[src/rtl/filtro_pkg.sv]
// Shared definitions for the filter UART receiver: FSM encoding and oversampling constants.
package filtro_pkg;

    typedef enum logic [2:0] {
        IDLE  = 3'd0,
        START = 3'd1,
        DATA  = 3'd2,
        STOP  = 3'd3,
        BREAK = 3'd4
    } state_t;

    localparam int unsigned OVERSAMPLE = 16;
    localparam int unsigned MID_TICK   = 7;

endpackage

[src/rtl/baud_tick_gen.sv]
// Free-running oversample tick generator: one-clk s_tick every BAUD_DIV clocks.
module baud_tick_gen #(
    parameter int unsigned BAUD_DIV = 326
) (
    input  logic clk,
    input  logic reset,
    output logic s_tick
);

    localparam int unsigned CW = (BAUD_DIV > 1) ? $clog2(BAUD_DIV) : 1;
    localparam logic [CW-1:0] LAST = CW'(BAUD_DIV - 1);

    logic [CW-1:0] r_cnt;

    always_ff @(posedge clk) begin
        if (reset) begin
            r_cnt <= '0;
        end else if (r_cnt == LAST) begin
            r_cnt <= '0;
        end else begin
            r_cnt <= r_cnt + 1'b1;
        end
    end

    assign s_tick = (r_cnt == LAST);

endmodule

[src/rtl/uart_rx_filtro.sv]
// 8N1 UART receiver at 16x oversampling; emits one-clk done / framing-error pulses.
module uart_rx_filtro
    import filtro_pkg::*;
#(
    parameter int unsigned DBIT     = 8,
    parameter int unsigned SB_TICK  = 16,
    parameter int unsigned BAUD_DIV = 326
) (
    input  logic            clk,
    input  logic            reset,
    input  logic            rx,
    output logic            rx_done_tick,
    output logic [DBIT-1:0] dout,
    output logic            framing_err,
    output logic            busy
);

    localparam int unsigned NW = (DBIT > 1) ? $clog2(DBIT) : 1;
    localparam logic [3:0]    S_MID  = 4'(MID_TICK);
    localparam logic [3:0]    S_LAST = 4'(OVERSAMPLE - 1);
    localparam logic [3:0]    S_STOP = 4'(SB_TICK - 1);
    localparam logic [NW-1:0] N_LAST = NW'(DBIT - 1);

    logic            w_s_tick;
    logic            r_sync1;
    logic            r_rx_s;
    state_t          r_state;
    logic [3:0]      r_s;
    logic [NW-1:0]   r_n;
    logic [DBIT-1:0] r_b;
    logic [DBIT-1:0] r_dout;
    logic            r_done;
    logic            r_ferr;

    baud_tick_gen #(
        .BAUD_DIV (BAUD_DIV)
    ) u_baud_tick_gen (
        .clk    (clk),
        .reset  (reset),
        .s_tick (w_s_tick)
    );

    always_ff @(posedge clk) begin
        if (reset) begin
            r_sync1 <= 1'b1;
            r_rx_s  <= 1'b1;
            r_state <= IDLE;
            r_s     <= '0;
            r_n     <= '0;
            r_b     <= '0;
            r_dout  <= '0;
            r_done  <= 1'b0;
            r_ferr  <= 1'b0;
        end else begin
            r_sync1 <= rx;
            r_rx_s  <= r_sync1;
            r_done  <= 1'b0;
            r_ferr  <= 1'b0;
            case (r_state)
                IDLE: begin
                    if (!r_rx_s) begin
                        r_state <= START;
                        r_s     <= '0;
                    end
                end
                START: begin
                    if (w_s_tick) begin
                        if (r_s == S_MID) begin
                            if (!r_rx_s) begin
                                r_state <= DATA;
                                r_s     <= '0;
                                r_n     <= '0;
                            end else begin
                                r_state <= IDLE;
                            end
                        end else begin
                            r_s <= r_s + 1'b1;
                        end
                    end
                end
                DATA: begin
                    if (w_s_tick) begin
                        if (r_s == S_LAST) begin
                            r_s <= '0;
                            r_b <= {r_rx_s, r_b[DBIT-1:1]};
                            if (r_n == N_LAST) begin
                                r_state <= STOP;
                            end else begin
                                r_n <= r_n + 1'b1;
                            end
                        end else begin
                            r_s <= r_s + 1'b1;
                        end
                    end
                end
                STOP: begin
                    if (w_s_tick) begin
                        if (r_s == S_STOP) begin
                            r_s <= '0;
                            if (r_rx_s) begin
                                r_dout  <= r_b;
                                r_done  <= 1'b1;
                                r_state <= IDLE;
                            end else begin
                                r_ferr  <= 1'b1;
                                r_state <= BREAK;
                            end
                        end else begin
                            r_s <= r_s + 1'b1;
                        end
                    end
                end
                BREAK: begin
                    // r_s marks "line high since the previous tick"; any low sample re-arms the wait
                    if (!r_rx_s) begin
                        r_s <= '0;
                    end else if (w_s_tick) begin
                        if (r_s != '0) begin
                            r_state <= IDLE;
                            r_s     <= '0;
                        end else begin
                            r_s <= 4'd1;
                        end
                    end
                end
                default: begin
                    r_state <= IDLE;
                end
            endcase
        end
    end

    assign rx_done_tick = r_done;
    assign framing_err  = r_ferr;
    assign dout         = r_dout;
    assign busy         = (r_state != IDLE);

endmodule

[config.mk]
export PLATFORM = sky130hd
export DESIGN_NAME = uart_rx_filtro
export DESIGN_NICKNAME = d
export VERILOG_FILES = /design/src/rtl/filtro_pkg.sv /design/src/rtl/baud_tick_gen.sv /design/src/rtl/uart_rx_filtro.sv
export SDC_FILE = /design/constraint.sdc
export NUM_CORES = 1
export LEC_CHECK = 0
export ABC_AREA = 1
export ABC_CLOCK_PERIOD_IN_PS = 1300
export CORE_MARGIN = 3
export CORE_UTILIZATION = 35
export DETAILED_ROUTE_END_ITERATION = 12
export SYNTH_ARGS = -nofsm -noshare
export SYNTH_HDL_FRONTEND = slang
export SYNTH_SLANG_ARGS = --single-unit
[constraint.sdc]
create_clock -name clk -period 1.3 [get_ports clk]
set_input_delay 0.195 -clock clk [delete_from_list [all_inputs] [get_ports clk]]
set_output_delay 0.195 -clock clk [all_outputs]
set_load 0.005 [all_outputs]
==> results.md <==
- Status: finished with violations
- Failing checks: setup timing
- # setup viols final: 26
- Max Cap Violations: 0
- CP Launch Type: flip-flop
- Tcrit/Tclk final: 115%
- F_max: 671 MHz
- Synth warnings: 0
- Die H: 80.9 um
- Ant diodes: 0
- Clock sink count: 39
- Yosys cell types: 36
- Final antenna-violating net count: 0
- Fin nets: 325
- Number of H-tree levels: 2
- Post-synth EDFFs: 0
- Die Width: 80.9 um
- Mean post-synth cell area: 7.58 um2
- Final wirelength: 4.54 mm
- RSZ-0062 raised after global routing: yes
- CP arrival: 1.67 ns
- Area of the core: 0.00527 mm2
- Async SR Flop Fraction: 0%
- Slew @ Worst Pin: 0.242 ns
- Area Overhead vs Synth: 43.3%
- Share of cells above drive strength 1: 41.3%
- Leading cell types in the layout, fill and taps excluded: buf_4 (35), nand2_1 (34), dfxtp_1 (27)
- Cell chain of the critical path: ha_4, nand2_4, nor2_4, nand3_4, nor2_4, buf_6, clkbuf_16, a21oi_2
- Reg2reg setup slack: -0.19 ns
- Max-slew headroom: 83.7%
- CTS tree: yes
- Critical Path End Type: flip-flop
- Fin. max-slew vios: 0
- Total CTS buffers: 5
- Count of hold-fix buffers inserted at cts: 0
- Fin. Hold Viols: 0
- Largest net degree at the start of global routing: 22
- Synthesized Nets: 268
- Die area: 0.00654 mm2
- Vias in the first global route: 1697
- CP Max Fanout: 7
- Final min period: 1.49 ns
- Setup ws final: -0.190 ns
- HP Class: flip-flop to flip-flop
- Initial antenna violation count: 0
- First-pass GRT wire length: 7.67 mm
- Starting Density: 37.3%
- P_leak: 1.16 nW
- CP peak stage delay: 0.37 ns
- Cell mode on critical path: nor2_4
- I/O pin count: 14
- Total number of vias: 1855
- Drt pass-1 iters: 4
- Total congestion overflow: 0
- Primary FF master, synth: dfxtp_1
- Peak supply drop: 0.728 mV
- Latest clock arrival within the worst-skew pair: 0.29 ns
- Drt wl/cell: 11.7 um
- Gate count of the mapped netlist: 259
- FF+latch count, synth: 39
- Cell row count: 26
- Clock transition at path regs: 0.08 ns
- Worst path slowest cell: dfxtp_4
- Post-Syn Area: 0.00196 mm2
- Pwr Density: 1420 mW/mm2
- Total global-route track usage: 14.8%
- CTS Root Buffer Type: clkbuf_8
- Most common cell after layout, fill and taps aside: buf_4
- RePlAce Congestion: 0.894
- DRC Markers: 0
- Critical path class: flip-flop to flip-flop
- Seq/Total Area, Yosys: 39.8%
- Iter 0 DRT Violations: 77
- Vias per cell: 4.79
- Setup TNS: -3.16 ns
- WP data required: 1.48 ns
- Setup WS pre-CTS: -0.151 ns
- DP Wirelength: 3.18 mm
- CTS max path bufs: 2
- Port Buf Inserts: 13
- Setup Skew: 0.00722 ns
power breakdown:
| group | internal [W] | switching, W |
|---|---|---|
| logic | 0.000701 | 0.00103 |
| clock network | 0.000385 | 0.000471 |
| registers | 0.00130 | 0.0000974 |
layout make-up:
| class | instances | area, um2 |
|---|---|---|
| fillers | 522 | 2460 |
| clock buffers | 5 | 68.8 |
| well taps | 70 | 87.6 |
| multi-input cells | 181 | 1190 |
| repair buffers | 56 | 509 |
| flip-flops and latches | 39 | 806 |
| inverters | 33 | 124 |
| clock inverters | 3 | 22.5 |
cell families after synthesis:
kind of cell | after synthesis | synth area share, %
flops | 39 | 39.8
buf+inv | 39 | 9.62
simple gates | 118 | 30.7
xor+xnor | 2 | 0.892
fa+ha+maj | 6 | 3.82
compound gates | 55 | 15.2
worst paths after layout:
path,startpoint,endpoint,depth (start not counted)
max reg2reg,r_s[0],r_b[1],8
min reg2reg,r_sync1,r_rx_s,1
min,r_sync1,r_rx_s,1
max,r_s[0],r_b[1],8
synthesized netlist by cell type (2+ instances only):
| library cell | number | share of area, % |
|---|---|---|
| nand2_1 | 40 | 7.6 |
| inv_1 | 30 | 5.7 |
| nand3_1 | 18 | 4.6 |
| nor2_4 | 7 | 4.0 |
| o21ai_0 | 18 | 4.6 |
| nor2_2 | 3 | 0.96 |
| nor3_1 | 4 | 1.0 |
| ha_1 | 6 | 3.8 |
| dfxtp_1 | 39 | 40 |
| inv_2 | 3 | 0.57 |
| o21ai_1 | 5 | 1.3 |
| buf_6 | 3 | 1.7 |
| or2_2 | 2 | 0.64 |
| a21oi_1 | 25 | 6.4 |
| nand2_2 | 6 | 1.9 |
| nor2_1 | 26 | 5.0 |
| nand4_1 | 5 | 1.6 |
worst max-delay path, delay by kind of cell, from the launching register on:
kind | cells | cell delay [ns]
AOI/OAI and AO/OA | 1 | 0.05
adders and majority gates | 1 | 0.14
buffers and inverters | 2 | 0.27
DFF | 1 | 0.37
and+or+nand+nor | 4 | 0.54
per-stage QoR:
stage | instance area, um2 | power (W) | utilization (%) | hold slack, ns | std cells
after detailed placement | 2470 | 0.00302 | 46.8 | 0.403 | 373
after global routing | 2810 | 0.00428 | 53.4 | 0.451 | 387
after floorplan | 2000 | 0.00253 | - | 0.254 | 259
final | 2810 | 0.00398 | 53.4 | 0.422 | 387
after CTS | 2650 | 0.00394 | 50.2 | 0.428 | 383
after global placement | 2470 | 0.00302 | 46.8 | 0.405 | 373
state kept, by name (all words and copies together), names as in the netlist:
| name | count |
|---|---|
| dout | 8 |
| framing_err | 1 |
| r_b | 8 |
| r_n | 3 |
| r_rx_s | 1 |
| r_s | 4 |
| r_state | 3 |
| r_sync1 | 1 |
| rx_done_tick | 1 |
| u_baud_tick_gen.r_cnt | 9 |
metal layers:
metal  GRT usage (%)  up-vias  share of wire (%)
li1                -      958                  -
met4            4.56        0                1.2
met5               0        -                  0
met1            19.5      871                 49
met3            3.66        6                3.3
met2            23.7       20                 46
what timing repair did:
| action | 4_1_cts | 5_1_grt |
|---|---|---|
| setup endpoints to repair | 44 | 38 |
| hold endpoints to repair | 0 | 0 |
| pin swaps | 4 | 17 |
| gates resized for setup | 42 | 40 |
| setup buffers | 2 | 3 |
| cloned | 0 | 1 |
(Power assumes the default switching activity.)
